File: src/rtl/alu_pkg.sv
// rtl/alu_pkg.sv - shared ALU control codes and multiply sequencer state encoding
package alu_pkg;

  localparam logic [3:0] ALU_MUL   = 4'd5;
  localparam logic [3:0] ALU_MADD  = 4'd6;
  localparam logic [3:0] ALU_MADDU = 4'd7;

  typedef enum logic [1:0] {IDLE, CALC, FIXUP, DONE} state_t;

  function automatic logic is_mult_op(input logic [3:0] ctrl);
    return (ctrl == ALU_MUL) || (ctrl == ALU_MADD) || (ctrl == ALU_MADDU);
  endfunction

endpackage

File: src/rtl/mult_acc_datapath.sv
// rtl/mult_acc_datapath.sv - shift-add multiplier, sign fixup, HI/LO accumulate and MT writes
module mult_acc_datapath #(
  parameter int XLEN = 32
) (
  input  logic            clk,
  input  logic            rst,
  input  logic            i_load,
  input  logic            i_step,
  input  logic            i_fix,
  input  logic            i_commit,
  input  logic            i_mt_en,
  input  logic            i_signed,
  input  logic            i_acc,
  input  logic [XLEN-1:0] i_op_a,
  input  logic [XLEN-1:0] i_op_b,
  input  logic            i_wr_hi,
  input  logic            i_wr_lo,
  input  logic [XLEN-1:0] i_wr_data,
  output logic [XLEN-1:0] o_hi,
  output logic [XLEN-1:0] o_lo
);

  logic [XLEN-1:0]   r_mcand;
  logic [XLEN-1:0]   r_mplier;
  logic [2*XLEN-1:0] r_prod;
  logic              r_neg;
  logic              r_acc;
  logic [XLEN-1:0]   r_hi;
  logic [XLEN-1:0]   r_lo;

  logic [XLEN-1:0]   w_mag_a;
  logic [XLEN-1:0]   w_mag_b;
  logic [XLEN:0]     w_sum;
  logic [2*XLEN-1:0] w_signed_prod;
  logic [2*XLEN-1:0] w_result;

  // Magnitudes are unsigned XLEN-bit, so negating the most-negative value yields its true magnitude.
  always_comb begin
    w_mag_a       = (i_signed && i_op_a[XLEN-1]) ? -i_op_a : i_op_a;
    w_mag_b       = (i_signed && i_op_b[XLEN-1]) ? -i_op_b : i_op_b;
    w_sum         = {1'b0, r_prod[2*XLEN-1:XLEN]} + (r_mplier[0] ? {1'b0, r_mcand} : '0);
    w_signed_prod = (i_fix && r_neg) ? -r_prod : r_prod;
    w_result      = r_acc ? ({r_hi, r_lo} + w_signed_prod) : w_signed_prod;
  end

  always_ff @(posedge clk or posedge rst) begin
    if (rst) begin
      r_mcand  <= '0;
      r_mplier <= '0;
      r_prod   <= '0;
      r_neg    <= 1'b0;
      r_acc    <= 1'b0;
    end else if (i_load) begin
      r_mcand  <= w_mag_a;
      r_mplier <= w_mag_b;
      r_prod   <= '0;
      r_neg    <= i_signed & (i_op_a[XLEN-1] ^ i_op_b[XLEN-1]);
      r_acc    <= i_acc;
    end else if (i_step) begin
      r_prod   <= {w_sum, r_prod[XLEN-1:1]};
      r_mplier <= r_mplier >> 1;
    end
  end

  always_ff @(posedge clk or posedge rst) begin
    if (rst) begin
      r_hi <= '0;
      r_lo <= '0;
    end else if (i_commit) begin
      {r_hi, r_lo} <= w_result;
    end else if (i_mt_en) begin
      if (i_wr_hi) r_hi <= i_wr_data;
      if (i_wr_lo) r_lo <= i_wr_data;
    end
  end

  assign o_hi = r_hi;
  assign o_lo = r_lo;

endmodule

File: src/rtl/mult_acc_seq.sv
// rtl/mult_acc_seq.sv - multi-cycle MUL/MADD/MADDU sequencer driving the HI/LO datapath
module mult_acc_seq
  import alu_pkg::*;
#(
  parameter int XLEN  = 32,
  parameter int CNT_W = $clog2(XLEN) + 1
) (
  input  logic            clk,
  input  logic            rst,
  input  logic            start,
  input  logic [3:0]      alu_ctrl,
  input  logic [XLEN-1:0] op_a,
  input  logic [XLEN-1:0] op_b,
  input  logic            wr_hi,
  input  logic            wr_lo,
  input  logic [XLEN-1:0] wr_data,
  output logic            busy,
  output logic            stall,
  output logic            done,
  output logic [XLEN-1:0] hi,
  output logic [XLEN-1:0] lo
);

  state_t           r_state;
  state_t           w_next;
  logic [CNT_W-1:0] r_cnt;
  logic             w_accept;
  logic             w_load;
  logic             w_step;
  logic             w_fix;
  logic             w_commit;
  logic             w_mt_en;

  assign w_accept = start && is_mult_op(alu_ctrl);

  always_ff @(posedge clk or posedge rst) begin
    if (rst) r_state <= IDLE;
    else     r_state <= w_next;
  end

  always_ff @(posedge clk or posedge rst) begin
    if (rst)         r_cnt <= '0;
    else if (w_load) r_cnt <= '0;
    else if (w_step) r_cnt <= r_cnt + CNT_W'(1);
  end

  always_comb begin
    w_next = r_state;
    unique case (r_state)
      IDLE:    if (w_accept) w_next = CALC;
      CALC:    if (r_cnt == CNT_W'(XLEN - 1)) w_next = FIXUP;
      FIXUP:   w_next = DONE;
      DONE:    w_next = IDLE;
      default: w_next = IDLE;
    endcase
  end

  // HI/LO are written on the FIXUP->DONE edge, so done marks the first cycle the commit is visible.
  always_comb begin
    busy     = (r_state != IDLE);
    done     = (r_state == DONE);
    w_mt_en  = (r_state == IDLE);
    w_load   = (r_state == IDLE) && w_accept;
    w_step   = (r_state == CALC);
    w_fix    = (r_state == FIXUP);
    w_commit = (r_state == FIXUP);
    stall    = busy || w_load;
  end

  mult_acc_datapath #(
    .XLEN(XLEN)
  ) u_datapath (
    .clk       (clk),
    .rst       (rst),
    .i_load    (w_load),
    .i_step    (w_step),
    .i_fix     (w_fix),
    .i_commit  (w_commit),
    .i_mt_en   (w_mt_en),
    .i_signed  (alu_ctrl != ALU_MADDU),
    .i_acc     (alu_ctrl != ALU_MUL),
    .i_op_a    (op_a),
    .i_op_b    (op_b),
    .i_wr_hi   (wr_hi),
    .i_wr_lo   (wr_lo),
    .i_wr_data (wr_data),
    .o_hi      (hi),
    .o_lo      (lo)
  );

endmodule
File: config.mk
export PLATFORM = sky130hd
export DESIGN_NAME = mult_acc_seq
export DESIGN_NICKNAME = d
export VERILOG_FILES = /design/src/rtl/alu_pkg.sv /design/src/rtl/mult_acc_datapath.sv /design/src/rtl/mult_acc_seq.sv
export SDC_FILE = /design/constraint.sdc
export NUM_CORES = 1
export LEC_CHECK = 0
export ABC_CLOCK_PERIOD_IN_PS = 7500
export BUFFER_PORTS_ARGS = -buffer_cell sky130_fd_sc_hd__buf_4
export CAP_MARGIN = 20
export CORE_AREA = 8 8 215 217
export DETAILED_ROUTE_END_ITERATION = 8
export DIE_AREA = 0 0 223 225
export GPL_ROUTABILITY_DRIVEN = 0
export HOLD_SLACK_MARGIN = 0.12
export MAX_ROUTING_LAYER = met4
export PLACE_DENSITY = 0.56
export SETUP_SLACK_MARGIN = 0.3
export SLEW_MARGIN = 25
export SYNTH_ARGS = -nofsm -noshare
export SYNTH_HDL_FRONTEND = slang
export SYNTH_HIERARCHICAL = 1
export SYNTH_SLANG_ARGS = --single-unit
export TNS_END_PERCENT = 30
File: constraint.sdc
create_clock -name clk -period 7.5 [get_ports clk]
set_input_delay 0 -clock clk [delete_from_list [all_inputs] [get_ports clk]]
set_output_delay 0 -clock clk [all_outputs]
set_load 0.02 [all_outputs]
======== Yosys cells after proc, flatten, opt, wreduce, memory -nomap -nowiden ========
Index checks and enable logic that the tools add are counted.
cells by class
  eq/ne operators ......................... 11
  reductions and logical operators ........ 17
  mux-type cells .......................... 20
  bitwise operators ....................... 2
  add/sub/neg operators ................... 6
operators by type and width
  kind                   number
  $mux W32               11
  $mux W64               4
  $add A64 B64 Y64       1
  $neg A32 Y32           2
  $neg A64 Y64           1
  $add A32 B33 Y33       1
  $eq A4 B3 Y1 const B   3
  $mux W6                2
  $reduce_bool A2 Y1     5
  $ne A4 B3 Y1 const B   2
  $pmux W2 S4            1
  $add A6 B1 Y6 const B  1
  $eq A6 B5 Y1 const B   1
  $reduce_and A2 Y1      3
  $logic_and A1 B1 Y1    5
  $eq A2 B2 Y1 const B   2
  $mux W2                2
  $ne A2 B2 Y1 const B   2
  $logic_or A1 B1 Y1     3
  $eq A2 B1 Y1 const B   1
  $logic_not A2 Y1       1
  $and A1 B1 Y1          1
  $xor A1 B1 Y1          1
storage, ports and cells
  flip-flop bits (word level) ............. 202
  logic and storage cells ................. 65
  bits of input ports ..................... 105
  output and inout port bits .............. 67

======== Depth between registers and ports, before layout ========
  depth in word-level cells ............... 6
  depth in mapped cells ................... 20
  gate-level depth less buffers ........... 19

======== By module ========
Netlist, hierarchy kept.
by module, submodules not included
  module             area an instance (sq um)  instances  cells an instance  sequential area each (sq um)
  mult_acc_datapath  16883.7                   1          2051               4854.7
  mult_acc_seq       481.7                     1          48                 200.2

======== Worst setup path after synthesis ========
Ideal clock, no wire load.
  kind .................................... register -> register
  start point ............................. register u_datapath.r_prod[18]
  end point ............................... register u_datapath.r_hi[31] (netlist: u_datapath/o_hi[31])
  library setup time ...................... 122 ps
  period minus slack after synthesis ...... 5385 ps
  data required time ...................... 7378 ps
  stages on the path, launching flop included .. 20
  slack ................................... 2115 ps
  arrival ................................. 5264 ps
  buffers on the path ..................... 2
  path through ............................ dfrtp_1 > or4_4 > or4b_4 > or3_1 > buf_6 > nand2b_1 > o41ai_1 > xnor2_1 > ha_1 > clkbuf_1 > and4_1 > nand3_1 > nor2_1 > a221oi_1 > o41ai_1 > a21o_1 > a221oi_1 > o31ai_1 > mux2_2 > a2111oi_1
on the way
  word-level cells in the longest chain between the ends .. 5
ends and longest elaborated chain
  item                    line                     source
  start, declared         mult_acc_datapath.sv:25  logic [2*XLEN-1:0] r_prod;
  start signal, assigned  mult_acc_datapath.sv:60  r_prod <= {w_sum, r_prod[XLEN-1:1]};
  $neg A64 Y64            mult_acc_datapath.sv:42  w_signed_prod = (i_fix && r_neg) ? -r_prod : r_prod;
  $mux W64 *              mult_acc_datapath.sv:42
  $add A64 B64 Y64        mult_acc_datapath.sv:43  w_result = r_acc ? ({r_hi, r_lo} + w_signed_prod) : w_signed_prod;
  $mux W64 *              mult_acc_datapath.sv:43
  $mux W32 *              mult_acc_datapath.sv:69  end else if (i_commit) begin
  end signal, assigned    mult_acc_datapath.sv:70  {r_hi, r_lo} <= w_result;
  end signal, assigned    mult_acc_datapath.sv:72  if (i_wr_hi) r_hi <= i_wr_data;
  end, declared           mult_acc_datapath.sv:28  logic [XLEN-1:0] r_hi;
Every way passes the cells marked *; elsewhere a longest branch is shown, timed or not.
A chain may end at the register's enable or synchronous reset.

======== Final worst setup path ========
  start point ............................. register u_datapath.r_prod[5]
  end point ............................... register u_datapath.r_hi[31] (netlist: u_datapath/o_hi[31])
Same word-level chain as after synthesis.

==> out/metrics.csv <==
stage,metric,value,unit
outcome,status,"finished, final reports clean",
cells_and_area,area grow syn2layout,23.2,%
grt,grt ovf,0,
logic_synthesis,number of synthesized flops with an enable pin,0,
grt,grt met2 use,35.7,%
timing,Setup TNS,0,ns
critical_path,R2R depth,16,
floorplan,Row Count,76,
timing,Final Hold Fails,0,
clocking,total CTS buffers,25,
logic_synthesis,main flop type after synthesis,dfrtp_1,
clocking,Post CTS Setup Buffer Count,0,
timing,Tmin final,6.06,ns
critical_path,"setup slack, reg-to-reg",1.44,ns
detailed_routing,Pre-antenna DRT Iters,5,
clocking,CTS Sinks,202,
logic_synthesis,Synth Warn #,6,
clocking,H-tree depth,1,
timing,f_max,165,MHz
detailed_routing,routed wire length per instance,19.4,um
critical_path,crit path kind,reg -> reg,
critical_path,Worst Path Required,7.91,ns
cells_and_area,Nets,2568,
floorplan,die height,225,um
grt,number of global-route vias before repair,16400,
logic_synthesis,syn nets,2320,
detailed_routing,Routed Antenna Nets,0,
timing,setup repair after global routing missed its margin,no,
place,dpl hpwl,42300,um
floorplan,Die X,223,um
floorplan,Initial Util,40.7,%
critical_path,CP Cell Sequence,or4_1 > nor4_1 > nand3_1 > o41ai_1 > xnor2_1 > ha_1 > o21a_1 > a21oi_1 > o221ai_1 > a221oi_1 > o41ai_1 > a21o_1 > a221oi_1 > o31ai_1 > mux2_2 > a2111oi_1,
critical_path,Worst setup SP type,register,
logic_synthesis,post-synthesis register bit count,202,
worst_hold_path,min-delay worst type,in -> async,
critical_path,Critical R2R Launch,u_datapath/r_prod[5]$_DFFE_PP0P_,
cells_and_area,# fillers,4115,
detailed_routing,vias per cell,5.70,
logic_synthesis,sequential area share after synthesis,29.1,%
critical_path,endpoint class of the critical path,register,
grt,initial antenna violation count,0,
critical_path,"slowest stage delay, CP",0.63,ns
logic_synthesis,Post-Syn Area,17400,sq um
grt,busiest layer in global routing,met2,
flow_run,max_cap viols,0,
clocking,worst skew pair latency,0.55,ns
timing,Slew @ Worst Pin,1.03,ns
critical_path,worst-path maximum fanout,7,
clocking,clock root cell,clkbuf_16,
timing,"Slew Viols, Final",0,
critical_path,Reg-to-Reg End,u_datapath/o_hi[31]$_DFFE_PP0P_,
detailed_routing,drt initial violations,1483,
grt,gr usage total,22.6,%
place,PortBufs,171,
grt,M1 GR Usage,30.6,%
logic_synthesis,Netlist cell types,72,
detailed_routing,DRC Markers,0,
logic_synthesis,Mapped Avg Cell Area,8.27,sq um
clocking,CTS tree,built,
detailed_routing,Vias,16600,
clocking,clock slew at reported path FFs,0.06,ns
timing,final setup vio count,0,
cells_and_area,layout cells sized above 1,10.8,%
detailed_routing,final wirelength,56500,um
floorplan,die area,50200,sq um
logic_synthesis,ys async rst share,100,%
logic_synthesis,Mapped Cells,2099,
floorplan,IO Count,172,
critical_path,worst path arrival time,6.47,ns
floorplan,Core Box Area,42700,sq um
clocking,clock buffer depth,3,
timing,Slew headroom,31.2,%
grt,M3 GR Usage,2.33,%
grt,largest net degree at the start of global routing,211,
grt,first-pass GRT wire length,90400,um
critical_path,CP max-delay cell,or4_1,
timing,final worst path period share,80.8,%
timing,Clock Skew,0.0123,ns
cells in the final DEF, fill, tap and decap left out, types with 10 or more instances in the layout:
cell             n
or2_2           10
nand4_1         25
a221oi_1        10
o31ai_1         18
nor2b_1         12
o41ai_1         19
a31oi_1         28
clkbuf_16       25
ha_1           112
mux2i_1        137
o21a_1          12
nand2b_1        28
buf_4          180
o211ai_1        36
dlygate4sd3_1  152
nand3_1         34
a21oi_1        199
and3_1          30
o21ai_0        157
dfrtp_1        201
xnor2_1         93
xor2_1         107
nor2_1         212
nor3_1          32
a21o_1          45
a211oi_1        35
nand2_1        156
a211o_1         17
inv_1           51
nor4_1          20
o21bai_1        17
and2_1          43
metal layers:
| metal | vias to the layer above | share of wire (%) |
|---|---|---|
| met5 | - | 0 |
| met4 | 0 | 2.9 |
| met3 | 82 | 5.1 |
| met2 | 508 | 45 |
| met1 | 7908 | 47 |
| li1 | 8095 | - |
through the flow:
step                      std cells  instance area (sq um)  utilization [%]  hold slack (ns)  setup WS [ns]
final                          2913                  21400             50.1            0.213           1.44
after CTS                      2912                  21400             50.1            0.225           1.50
after global placement         2713                  19000             44.6           0.0213           1.65
after global routing           2912                  21400             50.1            0.276          0.976
after floorplan                2099                  17400                -           -0.184           2.11
after detailed placement       2714                  19100             44.6           0.0337           1.55
layout make-up:
| cell class | instances | area (sq um) | area share (%) |
|---|---|---|---|
| clock buffer | 36 | 697 | 3.26 |
| timing repair buffer | 335 | 2930 | 13.7 |
| multi-input combinational | 1731 | 11700 | 54.7 |
| tap | 546 | 683 | 3.19 |
| sequential | 202 | 5060 | 23.6 |
| inverter | 52 | 203 | 0.947 |
| antenna | 1 | 2.50 | 0.0117 |
| clock inverter | 10 | 115 | 0.538 |
cell families after synthesis:
kind of cell,Yosys count,synth area share (%)
AOI/OAI and AO/OA,631,22.6
and+or+nand+nor,642,17.8
buffers and inverters,166,3.67
adders and majority gates,116,8.44
DFF,202,29.1
muxes,141,8.18
xor gates and xnor gates,201,10.2
how the worst max path moves through the flow:
stage	depth (start not counted)	to	startpoint
CTS	19	u_datapath/o_hi[31]$_DFFE_PP0P_	u_datapath/r_prod[18]$_DFFE_PP0P_
global route	19	u_datapath/o_hi[31]$_DFFE_PP0P_	u_datapath/r_prod[5]$_DFFE_PP0P_
floorplan	19	u_datapath/o_hi[31]$_DFFE_PP0P_	u_datapath/r_prod[18]$_DFFE_PP0P_
global placement	19	u_datapath/o_hi[31]$_DFFE_PP0P_	u_datapath/r_prod[18]$_DFFE_PP0P_
detailed placement	19	u_datapath/o_hi[31]$_DFFE_PP0P_	u_datapath/r_prod[18]$_DFFE_PP0P_
finish	16	u_datapath/o_hi[31]$_DFFE_PP0P_	u_datapath/r_prod[5]$_DFFE_PP0P_
Yosys cell counts, types with 12 or more instances:
| master | instances | area (sq um) |
|---|---|---|
| buf_1 | 26 | 97.6 |
| a21oi_1 | 199 | 996 |
| ha_1 | 114 | 1430 |
| nand4_1 | 25 | 156 |
| inv_1 | 52 | 195 |
| clkbuf_1 | 86 | 323 |
| xnor2_1 | 93 | 815 |
| nor2_1 | 212 | 796 |
| o41ai_1 | 19 | 166 |
| and3_1 | 30 | 188 |
| a21o_1 | 45 | 338 |
| nor3_1 | 32 | 160 |
| and2_1 | 43 | 269 |
| a211oi_1 | 35 | 263 |
| o21a_1 | 12 | 90.1 |
| nand2b_1 | 28 | 175 |
| nor4_1 | 20 | 125 |
| xor2_1 | 107 | 937 |
| o21bai_1 | 17 | 128 |
| o31ai_1 | 18 | 135 |
| o21ai_0 | 157 | 786 |
| a211o_1 | 17 | 149 |
| nor2b_1 | 12 | 75.1 |
| nand2_1 | 157 | 589 |
| nand3_1 | 34 | 170 |
| mux2i_1 | 137 | 1370 |
| dfrtp_1 | 202 | 5050 |
| a31oi_1 | 28 | 175 |
| o211ai_1 | 36 | 270 |
critical path, delay by kind of cell (launching register included):
kind            cells  cell delay [ns]
fa+ha+maj           1             0.37
simple gates        3             1.52
flops               1             0.45
mux                 1             0.30
compound gates     10             3.03
xor+xnor            1             0.24
sequential cells by signal, indices dropped and copies added (netlist names):
register,flops
u_datapath/r_prod,64
u_datapath/o_hi,32
u_datapath/o_lo,32
u_datapath/r_mcand,32
u_datapath/r_mplier,32
r_cnt,6
r_state,2
u_datapath/r_acc,1
u_datapath/r_neg,1
what timing repair did:
item,4_1_cts,5_1_grt
hold endpoints to repair,258,0
resized for setup,0,0
hold buffers,152,0
Power is left out: the tool's default activity adds up to more than one toggle a clock period on the data nets, which glitch-free logic cannot reach.
